File: config.mk
export PLATFORM = sky130hd
export DESIGN_NAME = serial_add_sub
export DESIGN_NICKNAME = d
export VERILOG_FILES = /design/src/rtl/serial_add_sub_pkg.sv /design/src/rtl/digit_add_sub.sv /design/src/rtl/serial_add_sub.sv
export SDC_FILE = /design/constraint.sdc
export NUM_CORES = 1
export LEC_CHECK = 0
export CAP_MARGIN = 20
export CORE_ASPECT_RATIO = 0.75
export CORE_MARGIN = 5
export CORE_UTILIZATION = 40
export DETAILED_ROUTE_END_ITERATION = 12
export GPL_TIMING_DRIVEN = 0
export PLACE_DENSITY_LB_ADDON = 0.12
export SETUP_SLACK_MARGIN = 0.1
export SLEW_MARGIN = 30
export SYNTH_ARGS = -nofsm -noshare
export SYNTH_HDL_FRONTEND = slang
export SYNTH_SLANG_ARGS = --single-unit
File: constraint.sdc
create_clock -name clk -period 2.5 [get_ports clk]
set_input_delay 0.5 -clock clk [delete_from_list [all_inputs] [get_ports clk]]
set_output_delay 0.5 -clock clk [all_outputs]
set_load 0.02 [all_outputs]
File: src/rtl/serial_add_sub_pkg.sv
// Shared types and constants for the digit-serial adder/subtractor.
// Imported by serial_add_sub and digit_add_sub.
package serial_add_sub_pkg;

    localparam int unsigned StateWidth = 2;

    typedef enum logic [StateWidth-1:0] {
        StIdle = 2'd0,
        StRun  = 2'd1,
        StDone = 2'd2
    } state_e;

    // Bits needed to count n slices, never less than one.
    function automatic int unsigned cnt_width(input int unsigned n);
        return (n > 1) ? $clog2(n) : 1;
    endfunction

endpackage

File: src/rtl/digit_add_sub.sv
// Combinational DIGIT-bit ripple slice: a + b + cin when sub=0, a - b - cin when sub=1.
// In subtract mode cin/c_out are an unsigned borrow, so slices chain directly.
module digit_add_sub
    import serial_add_sub_pkg::*;
#(
    parameter int unsigned DIGIT = 1
) (
    input  logic [DIGIT-1:0] a,
    input  logic [DIGIT-1:0] b,
    input  logic             cin,
    input  logic             sub,
    output logic [DIGIT-1:0] s,
    output logic             c_out
);

    logic [DIGIT:0] chain;

    always_comb begin
        chain    = '0;
        s        = '0;
        chain[0] = cin;
        for (int i = 0; i < DIGIT; i++) begin
            s[i] = a[i] ^ b[i] ^ chain[i];
            if (sub) begin
                chain[i+1] = (~a[i] & b[i]) | (~(a[i] ^ b[i]) & chain[i]);
            end else begin
                chain[i+1] = (a[i] & b[i]) | ((a[i] ^ b[i]) & chain[i]);
            end
        end
        c_out = chain[DIGIT];
    end

endmodule

File: src/rtl/serial_add_sub.sv
// Digit-serial add/subtract: WIDTH/DIGIT slices processed LSB-first, one per clock.
// Define SERIAL_ADD_SUB_OVF_EN to add the signed-overflow output ovf.
module serial_add_sub
    import serial_add_sub_pkg::*;
#(
    parameter int unsigned WIDTH = 8,
    parameter int unsigned DIGIT = 1
) (
    input  logic             clk,
    input  logic             rst_n,
    input  logic             start,
    input  logic             sub,
    input  logic [WIDTH-1:0] a,
    input  logic [WIDTH-1:0] b,
    input  logic             cin,
    output logic             busy,
    output logic             done,
    output logic [WIDTH-1:0] result,
`ifdef SERIAL_ADD_SUB_OVF_EN
    output logic             c_out,
    output logic             ovf
`else
    output logic             c_out
`endif
);

    localparam int unsigned N    = WIDTH / DIGIT;
    localparam int unsigned CntW = cnt_width(N);

    if (WIDTH < 2) begin : g_bad_width
        $error("serial_add_sub: WIDTH must be at least 2");
    end
    if (DIGIT < 1 || DIGIT > WIDTH || (WIDTH % DIGIT) != 0) begin : g_bad_digit
        $error("serial_add_sub: DIGIT must divide WIDTH and lie in 1..WIDTH");
    end

    state_e           state_q, state_d;
    logic [WIDTH-1:0] a_q, a_d;
    logic [WIDTH-1:0] b_q, b_d;
    logic [WIDTH-1:0] acc_q, acc_d;
    logic [WIDTH-1:0] result_q, result_d;
    logic             sub_q, sub_d;
    logic             carry_q, carry_d;
    logic             c_out_q, c_out_d;
    logic [CntW-1:0]  cnt_q, cnt_d;

    logic [DIGIT-1:0] slice_s;
    logic             slice_c;
    logic [WIDTH-1:0] acc_next;
    logic             last_slice;

`ifdef SERIAL_ADD_SUB_OVF_EN
    // Operand sign bits are kept aside because the operand registers shift.
    logic a_msb_q, a_msb_d;
    logic b_msb_q, b_msb_d;
    logic ovf_q, ovf_d;
    logic ovf_calc;
`endif

    digit_add_sub #(
        .DIGIT (DIGIT)
    ) u_slice (
        .a     (a_q[DIGIT-1:0]),
        .b     (b_q[DIGIT-1:0]),
        .cin   (carry_q),
        .sub   (sub_q),
        .s     (slice_s),
        .c_out (slice_c)
    );

    // New slice enters at the top; after N shifts the first slice sits at bit 0.
    assign acc_next   = (acc_q >> DIGIT) | (WIDTH'(slice_s) << (WIDTH - DIGIT));
    assign last_slice = (cnt_q == CntW'(N - 1));

`ifdef SERIAL_ADD_SUB_OVF_EN
    always_comb begin
        ovf_calc = 1'b0;
        if (sub_q) begin
            ovf_calc = (a_msb_q != b_msb_q) && (acc_next[WIDTH-1] != a_msb_q);
        end else begin
            ovf_calc = (a_msb_q == b_msb_q) && (acc_next[WIDTH-1] != a_msb_q);
        end
    end
`endif

    always_comb begin
        state_d  = state_q;
        a_d      = a_q;
        b_d      = b_q;
        acc_d    = acc_q;
        result_d = result_q;
        sub_d    = sub_q;
        carry_d  = carry_q;
        c_out_d  = c_out_q;
        cnt_d    = cnt_q;
`ifdef SERIAL_ADD_SUB_OVF_EN
        a_msb_d  = a_msb_q;
        b_msb_d  = b_msb_q;
        ovf_d    = ovf_q;
`endif
        unique case (state_q)
            StIdle, StDone: begin
                if (start) begin
                    a_d     = a;
                    b_d     = b;
                    sub_d   = sub;
                    carry_d = cin;
                    acc_d   = '0;
                    cnt_d   = '0;
`ifdef SERIAL_ADD_SUB_OVF_EN
                    a_msb_d = a[WIDTH-1];
                    b_msb_d = b[WIDTH-1];
`endif
                    state_d = StRun;
                end else begin
                    state_d = StIdle;
                end
            end
            StRun: begin
                a_d     = a_q >> DIGIT;
                b_d     = b_q >> DIGIT;
                carry_d = slice_c;
                acc_d   = acc_next;
                cnt_d   = cnt_q + 1'b1;
                if (last_slice) begin
                    result_d = acc_next;
                    c_out_d  = slice_c;
`ifdef SERIAL_ADD_SUB_OVF_EN
                    ovf_d    = ovf_calc;
`endif
                    state_d  = StDone;
                end
            end
            default: state_d = StIdle;
        endcase
    end

    always_ff @(posedge clk or negedge rst_n) begin
        if (!rst_n) begin
            state_q  <= StIdle;
            a_q      <= '0;
            b_q      <= '0;
            acc_q    <= '0;
            result_q <= '0;
            sub_q    <= 1'b0;
            carry_q  <= 1'b0;
            c_out_q  <= 1'b0;
            cnt_q    <= '0;
        end else begin
            state_q  <= state_d;
            a_q      <= a_d;
            b_q      <= b_d;
            acc_q    <= acc_d;
            result_q <= result_d;
            sub_q    <= sub_d;
            carry_q  <= carry_d;
            c_out_q  <= c_out_d;
            cnt_q    <= cnt_d;
        end
    end

`ifdef SERIAL_ADD_SUB_OVF_EN
    always_ff @(posedge clk or negedge rst_n) begin
        if (!rst_n) begin
            a_msb_q <= 1'b0;
            b_msb_q <= 1'b0;
            ovf_q   <= 1'b0;
        end else begin
            a_msb_q <= a_msb_d;
            b_msb_q <= b_msb_d;
            ovf_q   <= ovf_d;
        end
    end

    assign ovf = ovf_q;
`endif

    assign busy   = (state_q == StRun);
    assign done   = (state_q == StDone);
    assign result = result_q;
    assign c_out  = c_out_q;

endmodule

==> impl_results.md, run 1 <==
* Max clock buf depth at 2
* Synth warn at 0
* Synth async-reset ratio at 100.0%
* Via/cell ratio at 4.878
* Routed via count at approximately 1,200
* Drt first pass iters at 4
* Initial antenna violation count at 0
* Fin nets at 215
* EDFF count, synth at 0
* Syn-to-layout area delta at 28.32%
* Main synth FF type: dfrtp_1
* Root Driver: clkbuf_8
* TritonCTS Sinks at 39
* Setup_tns at 0 ns
* Leakage at 1.038 nW
* Post-CTS Setup Inserts at 0
* CP Class: register to output port
* Final WL at 3509 µm
* Max-cap check violation count at 0
* Final Cycle Share at 89.56%
* CP endpoint kind: output port
* Die X at 86.28 µm
* # hold bufs at CTS at 0
* CTS resizes at 0
* Seq/Total Area, Yosys at 55.91%
* Core region area at 0.004129 mm²
* Gr usage total at 14.09%
* Initial core utilization at 42.27%
* CTS Buf Count at 5
* CP arrival at 1.74 ns
* Top delay family on crit path: buffers and inverters
* Post-synth top cells: dfrtp_1, nand2_1, a31oi_1, nor2_1, a22o_1
* Final Max Slew Viols at 0
* Fmax at 446.6 MHz
* Final setup vio count at 0
* CP max-delay cell: clkdlybuf4s50_1
* Avg Inst Size Synth at about 12 µm²
* Yosys cell types at 23
* Synth Cell Area at 0.001745 mm²
* Worst Skew at 0.005708 ns
* Post-Synthesis Cells at 151
* DP HPWL at 2489 µm
* Proportion of layout cells with a drive suffix above 1 at about 16%
* CTS clock-pin slew for the worst setup and hold paths at 0.07 ns
* # diodes at 0
* Post-synth top area share at 55.91%
* Hold Slack at 0.1016 ns
* Routability Congestion at 0.7592
* GRT overflow at 0
* Die area at ~0.0058 mm²
* Relative slew slack at 77.17%
* Worst-Margin Slew at 0.3424 ns
* Syn_nets at 176
* Cell count after placement at ~240
* Row count at 20
* CP cell instances: nand2b_1 > buf_6 > inv_6 > buf_6 > clkdlybuf4s50_1
* Biggest cell delay along the critical path at ~0.6 ns
* Hold crit path type: input pin to async pin
* DRC viols at 0
* Yosys reg bits at 39
* Port Buffers at 31
* CTS tree: done
* Endpoints failing hold at 0
* Max VDD drop at between 500 and 600 µV
* Fin crit period at 2.239 ns
* Insertion delay to the later sink of the worst-skew pair at between 0.2 and 0.3 ns
* Crit-path max FO at 10
* Crit path launch type: register
* Die Y at 67.21 µm
* Synth area leaders: dfrtp_1, nand2_1, mux2_4
* Largest net degree at the start of global routing at 27
* Final Non-Filler Cells at 246
* Buf+Inv Stages, Crit Path at 4
* Most frequent cell after synthesis: dfrtp_1
* First-pass GRT wire length at slightly above 6000 µm
* Final ANT Viol Nets at 0
* Status: finished clean
* Most frequent CP cell: buf_6
* WL/cell at 14.26 µm
* Number of global-route vias before repair at 1,295
* Area leader, netlist: dfrtp_1
* P per Cell Area at approximately 1300 mW/mm²
* CP required at ~2 ns
* H-tree depth at 2
* RSZ-0062 raised after global routing: false
* Boundary Pins at 32
* Iteration-0 DRC Markers at 74
==> per-layer routing <==
metal  part of all wire [%]  global-route usage [%]
met3                    5.8                   6.463
met1                     51                   19.66
met4                    1.1                   3.502
met2                     42                   19.90
met5                      0                       0
==> kinds of logic after synthesis <==
| logic type | share of synthesized area [%] |
|---|---|
| buf+inv | 7.814 |
| fa+ha+maj | 3.727 |
| flops | 55.91 |
| simple gates | 13.05 |
| mux | 7.814 |
| compound gates | 11.68 |
==> layout by cell type, fill, tap and decap left out, drive strengths merged, types with 4 or more instances in the layout <==
cell type / instances
o21ai: 4
a31oi: 14
clkbuf: 8
nor2: 15
a22o: 11
nand2: 33
buf: 13
inv: 4
mux2: 8
dfrtp: 39
clkdlybuf4s50: 30
==> worst paths after layout <==
path	startpoint	to	slack [ns]	cells past startpoint
max	state_q[1]$_DFFE_PN0P_	busy	0.26	5
min	rst_n	a_q[6]$_DFFE_PN0P_	0.10	1
max reg2reg	cnt_q[0]$_DFFE_PN0P_	result[3]$_DFFE_PN0P_	0.93	5
min reg2reg	acc_q[1]$_DFFE_PN0P_	acc_q[1]$_DFFE_PN0P_	0.51	1
max in group asynchronous	rst_n	acc_q[3]$_DFFE_PN0P_	1.96	2
min in group clk	acc_q[1]$_DFFE_PN0P_	acc_q[1]$_DFFE_PN0P_	0.51	1
==> power by group <==
group          total, mW  leakage (nW)  internal (mW)  switching [mW]
Combinational       1.29         0.518          0.667           0.624
Clock              0.465        0.0515          0.252           0.213
Sequential          1.12         0.468          0.928           0.190
Total               2.87          1.04           1.85            1.03
==> through the flow <==
stage / total power [mW] / area [µm²] / setup WS (ns) / utilization, %
2_1_floorplan: 2.009 / 1745 / 1.068 / -
4_1_cts: 2.911 / 2240 / 0.2433 / 54.24
5_1_grt: 3.116 / 2240 / 0.1800 / 54.24
3_5_place_dp: 2.434 / 2140 / 0.5561 / 51.82
3_3_place_gp: 2.382 / 2125 / 0.04249 / 51.45
6_report: 2.875 / 2240 / 0.2609 / 54.24
==> final cells by class <==
type | count | area (µm²)
buffer | 11 | 116.4
clock buffer | 8 | 100.1
fill | 368 | 1889
inverter | 4 | 20.02
multi-input combinational | 97 | 633.1
sequential | 39 | 975.9
tap | 55 | 68.82
timing repair buffer | 32 | 325.3
==> sequential cells by signal, indices dropped and copies added (netlist names) <==
| name | flops |
|---|---|
| cnt_q | 3 |
| result | 8 |
| b_q | 8 |
| carry_q | 1 |
| state_q | 2 |
| a_q | 8 |
| acc_q | 7 |
| c_out | 1 |
| sub_q | 1 |
Power figures use the tool's default switching activity.
==> run 2: changes to the inputs <==
--- a/config.mk
+++ b/config.mk
@@ -9,6 +9,7 @@
 export CORE_ASPECT_RATIO = 0.75
 export CORE_MARGIN = 5
 export CORE_UTILIZATION = 40
+export CTS_CLUSTER_SIZE = 10
 export DETAILED_ROUTE_END_ITERATION = 12
 export GPL_TIMING_DRIVEN = 0
 export PLACE_DENSITY_LB_ADDON = 0.12
@@ -17,3 +18,4 @@
 export SYNTH_ARGS = -nofsm -noshare
 export SYNTH_HDL_FRONTEND = slang
 export SYNTH_SLANG_ARGS = --single-unit
+export TNS_END_PERCENT = 20
==> results of run 2 <==
No change in the layout: final DEF, timing and power equal those of run 1.
